**src/rtl/dram_rd_capture_if.sv**
```systemverilog
// rtl/dram_rd_capture_if.sv - read-queue beat handshake between capture FIFO and DRAM controller
interface dram_rd_capture_if;
    logic         rdq_valid;
    logic         rdq_ready;
    logic [255:0] rdq_data;
    logic [31:0]  rdq_ecc;
    logic         rdq_last;

    modport master (
        output rdq_valid,
        output rdq_data,
        output rdq_ecc,
        output rdq_last,
        input  rdq_ready
    );

    modport slave (
        input  rdq_valid,
        input  rdq_data,
        input  rdq_ecc,
        input  rdq_last,
        output rdq_ready
    );
endinterface

```
**src/rtl/dram_rd_capture.sv**
```systemverilog
// rtl/dram_rd_capture.sv - DDR read-return capture register, line phase tagging and beat FIFO; DRAM_RD_CAPTURE_CNT_EN adds a saturating line counter
module dram_rd_capture #(
    parameter int DEPTH = 4,
    parameter int PTR_W = 2
) (
    input  logic               rclk,
    input  logic               arst_l,
    input  logic [255:0]       io_dram_data_in,
    input  logic [31:0]        io_dram_ecc_in,
    input  logic               io_dram_data_valid,
    input  logic               dram_io_channel_disabled,
    dram_rd_capture_if.master  rdq,
    output logic               rdq_ovf_err,
    input  logic               rdq_ovf_clr,
`ifdef DRAM_RD_CAPTURE_CNT_EN
    output logic [15:0]        rdq_line_cnt,
`endif
    output logic [PTR_W:0]     rdq_level
);

    localparam int            CW       = PTR_W + 1;
    localparam logic [CW-1:0] FULL_CNT = CW'(DEPTH);

    logic [255:0]     cap_data;
    logic [31:0]      cap_ecc;
    logic             cap_vld;

    logic [255:0]     mem_data [DEPTH];
    logic [31:0]      mem_ecc  [DEPTH];
    logic [DEPTH-1:0] mem_last;

    logic [PTR_W-1:0] wptr;
    logic [PTR_W-1:0] rptr;
    logic [CW-1:0]    count;
    logic             phase;

    logic             wr_req;
    logic             rd;
    logic             full;
    logic             wr;
    logic             ovf;

    // Pad outputs are retimed once before they touch the FIFO.
    always_ff @(posedge rclk or negedge arst_l) begin
        if (!arst_l) begin
            cap_data <= '0;
            cap_ecc  <= '0;
            cap_vld  <= 1'b0;
        end else begin
            cap_data <= io_dram_data_in;
            cap_ecc  <= io_dram_ecc_in;
            cap_vld  <= io_dram_data_valid;
        end
    end

    always_comb begin
        wr_req = cap_vld & ~dram_io_channel_disabled;
        rd     = rdq.rdq_valid & rdq.rdq_ready;
        full   = (count == FULL_CNT);
        wr     = wr_req & (~full | rd);
        ovf    = wr_req & full & ~rd;
    end

    always_ff @(posedge rclk) begin
        if (wr) begin
            mem_data[wptr] <= cap_data;
            mem_ecc[wptr]  <= cap_ecc;
            mem_last[wptr] <= phase;
        end
    end

    // Phase follows every offered beat, dropped or not, so a lost beat never shifts line alignment.
    always_ff @(posedge rclk or negedge arst_l) begin
        if (!arst_l) begin
            wptr  <= '0;
            rptr  <= '0;
            count <= '0;
            phase <= 1'b0;
        end else if (dram_io_channel_disabled) begin
            wptr  <= '0;
            rptr  <= '0;
            count <= '0;
            phase <= 1'b0;
        end else begin
            if (wr) begin
                wptr <= wptr + PTR_W'(1);
            end
            if (rd) begin
                rptr <= rptr + PTR_W'(1);
            end
            count <= count + CW'(wr) - CW'(rd);
            if (wr_req) begin
                phase <= ~phase;
            end
        end
    end

    always_ff @(posedge rclk or negedge arst_l) begin
        if (!arst_l) begin
            rdq_ovf_err <= 1'b0;
        end else if (ovf) begin
            rdq_ovf_err <= 1'b1;
        end else if (rdq_ovf_clr) begin
            rdq_ovf_err <= 1'b0;
        end
    end

`ifdef DRAM_RD_CAPTURE_CNT_EN
    logic [15:0] line_cnt;

    always_ff @(posedge rclk or negedge arst_l) begin
        if (!arst_l) begin
            line_cnt <= '0;
        end else if (wr && phase && (line_cnt != 16'hFFFF)) begin
            line_cnt <= line_cnt + 16'd1;
        end
    end

    assign rdq_line_cnt = line_cnt;
`endif

    // Storage is unreset, so the head mux forces zeros whenever the queue is empty.
    always_comb begin
        rdq.rdq_valid = (count != '0);
        rdq.rdq_data  = rdq.rdq_valid ? mem_data[rptr] : '0;
        rdq.rdq_ecc   = rdq.rdq_valid ? mem_ecc[rptr]  : '0;
        rdq.rdq_last  = rdq.rdq_valid ? mem_last[rptr] : 1'b0;
        rdq_level     = count;
    end

endmodule

```
**src/flat_wrapper.sv**
```systemverilog
// flat-port wrapper written by rule: the top's interface ports become plain ports
module dram_rd_capture_flat 
#(
    parameter int DEPTH = 4,
    parameter int PTR_W = 2
)
  (rclk, arst_l, io_dram_data_in, io_dram_ecc_in, io_dram_data_valid, dram_io_channel_disabled, rdq_ovf_err, rdq_ovf_clr, rdq_level, rdq_rdq_valid, rdq_rdq_data, rdq_rdq_ecc, rdq_rdq_last, rdq_rdq_ready);
  dram_rd_capture_if rdq_i ();
  input  logic rclk;
  input  logic arst_l;
  input  logic [255:0] io_dram_data_in;
  input  logic [31:0] io_dram_ecc_in;
  input  logic io_dram_data_valid;
  input  logic dram_io_channel_disabled;
  output logic rdq_ovf_err;
  input  logic rdq_ovf_clr;
  output logic [PTR_W:0] rdq_level;
  output wire logic [$bits(rdq_i.rdq_valid)-1:0] rdq_rdq_valid;
  output wire logic [$bits(rdq_i.rdq_data)-1:0] rdq_rdq_data;
  output wire logic [$bits(rdq_i.rdq_ecc)-1:0] rdq_rdq_ecc;
  output wire logic [$bits(rdq_i.rdq_last)-1:0] rdq_rdq_last;
  input wire logic [$bits(rdq_i.rdq_ready)-1:0] rdq_rdq_ready;
  assign rdq_rdq_valid = rdq_i.rdq_valid;
  assign rdq_rdq_data = rdq_i.rdq_data;
  assign rdq_rdq_ecc = rdq_i.rdq_ecc;
  assign rdq_rdq_last = rdq_i.rdq_last;
  assign rdq_i.rdq_ready = rdq_rdq_ready;
  dram_rd_capture #(.DEPTH(DEPTH), .PTR_W(PTR_W)) u_core (.rclk(rclk), .arst_l(arst_l), .io_dram_data_in(io_dram_data_in), .io_dram_ecc_in(io_dram_ecc_in), .io_dram_data_valid(io_dram_data_valid), .dram_io_channel_disabled(dram_io_channel_disabled), .rdq(rdq_i), .rdq_ovf_err(rdq_ovf_err), .rdq_ovf_clr(rdq_ovf_clr), .rdq_level(rdq_level));
endmodule
```
**config.mk**
```make
export PLATFORM = sky130hd
export DESIGN_NAME = dram_rd_capture_flat
export DESIGN_NICKNAME = d
export VERILOG_FILES = /design/src/rtl/dram_rd_capture_if.sv /design/src/rtl/dram_rd_capture.sv /design/src/flat_wrapper.sv
export SDC_FILE = /design/constraint.sdc
export NUM_CORES = 1
export LEC_CHECK = 0
export BUFFER_PORTS_ARGS = -buffer_cell sky130_fd_sc_hd__clkbuf_2
export CAP_MARGIN = 20
export CORE_MARGIN = 1
export CORE_UTILIZATION = 55
export CTS_BUF_LIST = sky130_fd_sc_hd__clkbuf_8
export DETAILED_ROUTE_END_ITERATION = 10
export PLACE_DENSITY = 0.82
export SYNTH_ARGS = -nofsm -noshare
export SYNTH_HDL_FRONTEND = slang
export SYNTH_SLANG_ARGS = --single-unit
```
**constraint.sdc**
```tcl
create_clock -name rclk -period 10.7 [get_ports rclk]
set_input_delay 1.605 -clock rclk [delete_from_list [all_inputs] [get_ports rclk]]
set_output_delay 1.605 -clock rclk [all_outputs]
set_load 0.01 [all_outputs]
```
**Yosys cells after proc, flatten, opt, wreduce, memory -nomap -nowiden**

Memories as Yosys holds them, arrays and structs flattened.
Index checks and enable logic that the tools add are counted.

- Add/sub/neg operators: 4
- Magnitude comparators: 3
- Equality and inequality tests: 1
- Multiplexer cells: 19
- Bitwise gates (word level): 10
- Reduce and logical (&&, ||, !) cells: 6

Operator list:

| kind | count |
|---|---|
| $mux 256 | 1 |
| $mux 32 | 1 |
| $mux 1 | 9 |
| $mux 2 | 4 |
| $reduce_bool 2->1 | 4 |
| $lt 2x3->1 const B | 2 |
| $and 1x1->1 | 5 |
| $add 2x1->2 const B | 2 |
| $bwmux 4 | 1 |
| $not 1->1 | 4 |
| $add 3x1->3 | 1 |
| $eq 3x3->1 const B | 1 |
| $mux 3 | 1 |
| $reduce_bool 3->1 | 1 |
| $sub 3x1->3 | 1 |
| $bmux 1 s2 | 1 |
| $demux 1 s2 | 1 |
| $ge 2x1->1 const B | 1 |
| $logic_and 1x1->1 | 1 |
| $or 1x1->1 | 1 |

- Flip-flop bits (word level): 302
- Bits in writable memories: 1152
- Input port bits: 294
- Output and inout port bits: 294
- Logic and storage cells: 54
- Memories kept: 2

Memory list:

| name | words | bits a word | rd ports | clocked after memory_dff | write ports | RTL line | text |
|---|---|---|---|---|---|---|---|
| u_core.mem_data | 4 | 256 | 1 | 0 | 1 | dram_rd_capture.sv:28 | `logic [255:0] mem_data [DEPTH];` |
| u_core.mem_ecc | 4 | 32 | 1 | 0 | 1 | dram_rd_capture.sv:29 | `logic [31:0] mem_ecc [DEPTH];` |

**Depth between registers and ports, before layout**

- Word-level depth: 7
- Depth in mapped cells: 8
- Mapped depth without buffers: 8

**Least setup slack after synthesis**

No wires, ideal clock.

- Path kind: input to register
- Start: input dram_io_channel_disabled
- End: memory u_core.mem_data[0][0] (enable)
- Library setup time: 0.687 ns
- Data arrival time: 8.694 ns
- Data required time: 10.013 ns
- Path slack: 1.319 ns
- Cell stages on the path: 3
- Buffers on the path: 1
- Path through: clkbuf_1 > nor3_2 > and2_1

- Word-level cells in the longest chain between the ends: 5

RTL lines:

| what | RTL line | text |
|---|---|---|
| from (decl) | flat_wrapper.sv:14 | `input logic dram_io_channel_disabled;` |
| $not 1->1 | dram_rd_capture.sv:57 | `wr_req = cap_vld & ~dram_io_channel_disabled;` |
| $and 1x1->1 | dram_rd_capture.sv:57 |  |
| $and 1x1->1 | dram_rd_capture.sv:60 | `wr = wr_req & (~full \| rd);` |
| $mux 1 | dram_rd_capture.sv:65 | `if (wr) begin` |
| $mux 1 (implied by the code) | dram_rd_capture.sv:66 | `mem_data[wptr] <= cap_data;` |
| to (decl) | dram_rd_capture.sv:28 |  |

Every way passes these cells.

**Final worst setup path**

- Start: register u_core.rptr[1]
- End: output rdq_rdq_data[67]

- Word-level cells in the longest chain between the ends: 2

RTL lines:

| what | RTL line | text |
|---|---|---|
| from (decl) | dram_rd_capture.sv:33 | `logic [PTR_W-1:0] rptr;` |
| from (signal assigned) | dram_rd_capture.sv:89 | `rptr <= rptr + PTR_W'(1);` |
| $mem_v2 4x256 | n/a |  |
| $mux 256 | dram_rd_capture.sv:125 | `rdq.rdq_data = rdq.rdq_valid ? mem_data[rptr] : '0;` |
| to (decl) | flat_wrapper.sv:19 | `output wire logic [$bits(rdq_i.rdq_data)-1:0] rdq_rdq_data;` |

Every way passes these cells.

==> run_results.csv <==
group,metric,value,unit
placed_design,dpl_worst_slack,5.54,ns
min_path,worstHoldPathType,"reg -> reg",
pwr,p_leak,0.0217,uW
cts,clk_latency,0.88,ns
critical_path,start_kind,"register",
timing,setup-violations-final,0,
route,drt-total-wl,105000,um
logic_synthesis,syn_area,0.0517,mm^2
cts,numCtsBuffers,216,
cts,clockBufferDepth,3,
logic_synthesis,synthMuxAreaShare,0.126,
logic_synthesis,synth_top_family_by_area,"multiplexers",
global_route,globalRoute.totalOverflow,0,
logic_synthesis,syn_nets,2471,
route,num_vias,24100,
route,via_per_inst,5.53,
floorplan,io_pins,588,
timing,rsz0062_at_grt,"false",
placed_design,place_area,0.0556,mm^2
critical_path,path_class,"reg -> out",
route,ant_nets,0,
pwr,swShare,0.282,
critical_path,crit_fanout,68,
placed_design,portBuffers,587,
route,firstDrtPassIters,5,
timing,finalHoldViolCount,0,
timing,fin_worst_hold_slack,0.445,ns
min_path,hp-start,"u_core.cap_data[236]",
floorplan,die_x,309,um
global_route,grt_pass1_vias,25700,
global_route,antenna_found_initial,20,
route,drc_errors,0,
pwr,power.switching,3980,uW
placed_design,finalWeightedCongestion,0.770,
logic_synthesis,synthAdderAreaFrac,0.00160,
logic_synthesis,ys_seq_area_frac,0.815,
flow_run,maxCapViolCount,0,
global_route,grt_pass1_wl,155000,um
cts,cts.sinks,1454,
timing,layout_setup_ws,4.89,ns
final_layout,multi_input_area,0.00862,mm^2
logic_synthesis,synth-xor-area-share,0.000677,
cts,cts.reportedPaths.clkPinSlew,0.07,ns
pwr,clkPwrFrac,0.311,
pwr,pwr-share-comb,0.226,
placed_design,hpwlAfterDp,60000,um
final_layout,seq_area,0.0422,mm^2
floorplan,coreArea,0.0932,mm^2
logic_synthesis,synthSimpleGateAreaFrac,0.0372,
final_layout,final_area,0.0600,mm^2
logic_synthesis,synth_warnings,0,
timing,fmax,172,MHz
run_status,outcome,"finished clean",
cts,cts-resized-gates,0,
timing,fin_setup_tns,0,ns
critical_path,crit_path_end_kind,"output pin",
logic_synthesis,ys_ff_latch,1454,
placed_design,place_inst,3935,
route,drt-wirelength-per-cell,24.1,um
cts,ctsHtreeMaxLevel,4,
final_layout,final_cells,4350,
floorplan,die_area,0.0953,mm^2
timing,worstMarginPinSlew,1.15,ns
cts,cts-root-buf,"clkbuf_8",
cts,cts_setup_buffers,0,
timing,drv_slew,0,
timing,finClkSkew,0.0519,ns
logic_synthesis,synthCells,2171,
logic_synthesis,synth_compound_area_frac,0.000605,
route,drt-initial-drc-count,2212,
floorplan,start_util,0.555,
cts,ctsHoldBuffers,0,
pwr,p_seq_frac,0.463,
timing,layout_min_cycle_time,5.81,ns
final_layout,area_delta_synth_final,16.1,%
final_layout,final_nets,3199,
timing,min_period_over_period,0.543,
critical_path,worstPathArrival,4.21,ns
final_layout,nFillCells,5871,
final_layout,layout-drive-gt1-share,0.389,
cts,cts_tree,"yes",
logic_synthesis,avgSynthCellArea,23.8,um^2
pwr,vdd_drop_max,0.000186,V
pwr,intPower,10100,uW
floorplan,die_y,309,um
critical_path,startpoint,"u_core.rptr[1]",
critical_path,required,9.10,ns
global_route,grtUsageTotal,0.220,
critical_path,reg2reg_from,"u_core.rdq_level[2]",
pwr,power_density,235,mW/mm^2
floorplan,row_count,112,
logic_synthesis,ys_types,27,
timing,slew-limit-headroom,0.233,
global_route,grt_max_degree,143,
[power groups by stage]
stage,logic [uW],clock network [uW],registers (uW)
final,3180,4390,6530
after global routing,3410,4720,6550
after CTS,3240,4480,6530
after detailed placement,3220,0,6650
after global placement,3200,0,6610
after floorplan,2170,0,6640
[cells in the final DEF (no fill, tap or decap), drive strengths merged, types with 7 or more instances in the layout]
| cell | synthesis | final |
|---|---|---|
| dfrtp | 298 | 298 |
| buf | 70 | 22 |
| mux4 | 289 | 289 |
| diode | 0 | 11 |
| clkbuf | 28 | 845 |
| clkinv | 0 | 33 |
| and2 | 294 | 294 |
| inv | 5 | 109 |
| nor2 | 7 | 7 |
| edfxtp | 1156 | 1156 |
[stage by stage]
step | total power [uW] | utilization
CTS | 14300 | 0.644
floorplan | 8810 | -
finish | 14100 | 0.644
global placement | 9810 | 0.597
global route | 14700 | 0.644
detailed placement | 9870 | 0.597
[logic make-up after synthesis]
kind of cell | after synthesis
buffers and inverters | 103
XOR/XNOR | 4
multiplexers | 291
AO/OA/AOI/OAI | 5
AND/OR/NAND/NOR | 308
adder cells (fa/ha/maj) | 6
flip-flops | 1454
[area by class of cell]
cell class | count | area share
antenna | 11 | 0.000459
clock inverter | 145 | 0.0135
timing repair buffer | 608 | 0.0540
clock buffer | 259 | 0.0594
tap | 1254 | 0.0261
inverter | 5 | 0.000313
multi-input combinational | 614 | 0.144
sequential | 1454 | 0.703
[state kept, by name, indices dropped and copies added, names as in the netlist]
signal and flops:
u_core.mem_data 1024, u_core.cap_vld 1, u_core.rdq_ovf_err 1, u_core.mem_ecc 128, u_core.rptr 2, u_core.mem_last 4
u_core.wptr 2, u_core.cap_data 256, u_core.rdq_level 3, u_core.phase 1, u_core.cap_ecc 32
[cells in the mapped netlist]
library cell | count | share of area
nand3b_1 | 1 | 0.00015
nor2_1 | 7 | 0.00051
buf_6 | 1 | 0.00022
dfrtp_1 | 298 | 0.14
a21oi_1 | 1 | 0.000097
o31ai_1 | 1 | 0.00015
nor3_2 | 1 | 0.00019
ha_1 | 5 | 0.0012
clkbuf_1 | 28 | 0.0020
xor2_1 | 3 | 0.00051
buf_2 | 31 | 0.0030
mux2_2 | 1 | 0.00022
xnor2_1 | 1 | 0.00017
edfxtp_1 | 1156 | 0.67
or3_1 | 2 | 0.00024
and2_1 | 294 | 0.036
nor3_1 | 1 | 0.000097
nor4b_2 | 1 | 0.00029
nor2b_1 | 1 | 0.00012
inv_1 | 5 | 0.00036
buf_1 | 6 | 0.00044
o21ai_0 | 2 | 0.00019
fa_1 | 1 | 0.00039
o311ai_0 | 1 | 0.00017
buf_12 | 32 | 0.012
mux2i_1 | 1 | 0.00019
mux4_2 | 289 | 0.13
[worst max-delay path: stages, from the launching register on]
cell	delay [ns]
dfrtp_4	0.75
buf_4	0.90
buf_4	0.83
mux4_2	0.42
and2_1	0.20
clkbuf_2	0.14
[per-layer routing]
layer,up-vias,share of wire,global-route usage
li1,10200,-,-
met1,12700,0.38,0.276
met2,965,0.52,0.362
met3,190,0.080,0.0673
met4,20,0.028,0.0839
met5,-,0.0013,0
[final timing paths]
kind	to	slack (ns)	cells past startpoint
setup / recovery	rdq_rdq_data[67]	4.89	5
hold / removal	u_core.mem_data[2][236]	0.44	0
setup reg to reg	u_core.mem_data[0][74]	6.82	5
hold reg to reg	u_core.mem_data[2][236]	0.44	0
max in group asynchronous	u_core.cap_data[62]	7.98	3
min in group asynchronous	u_core.cap_data[78]	0.71	1
Note: power is estimated with default switching activity, not from simulation.
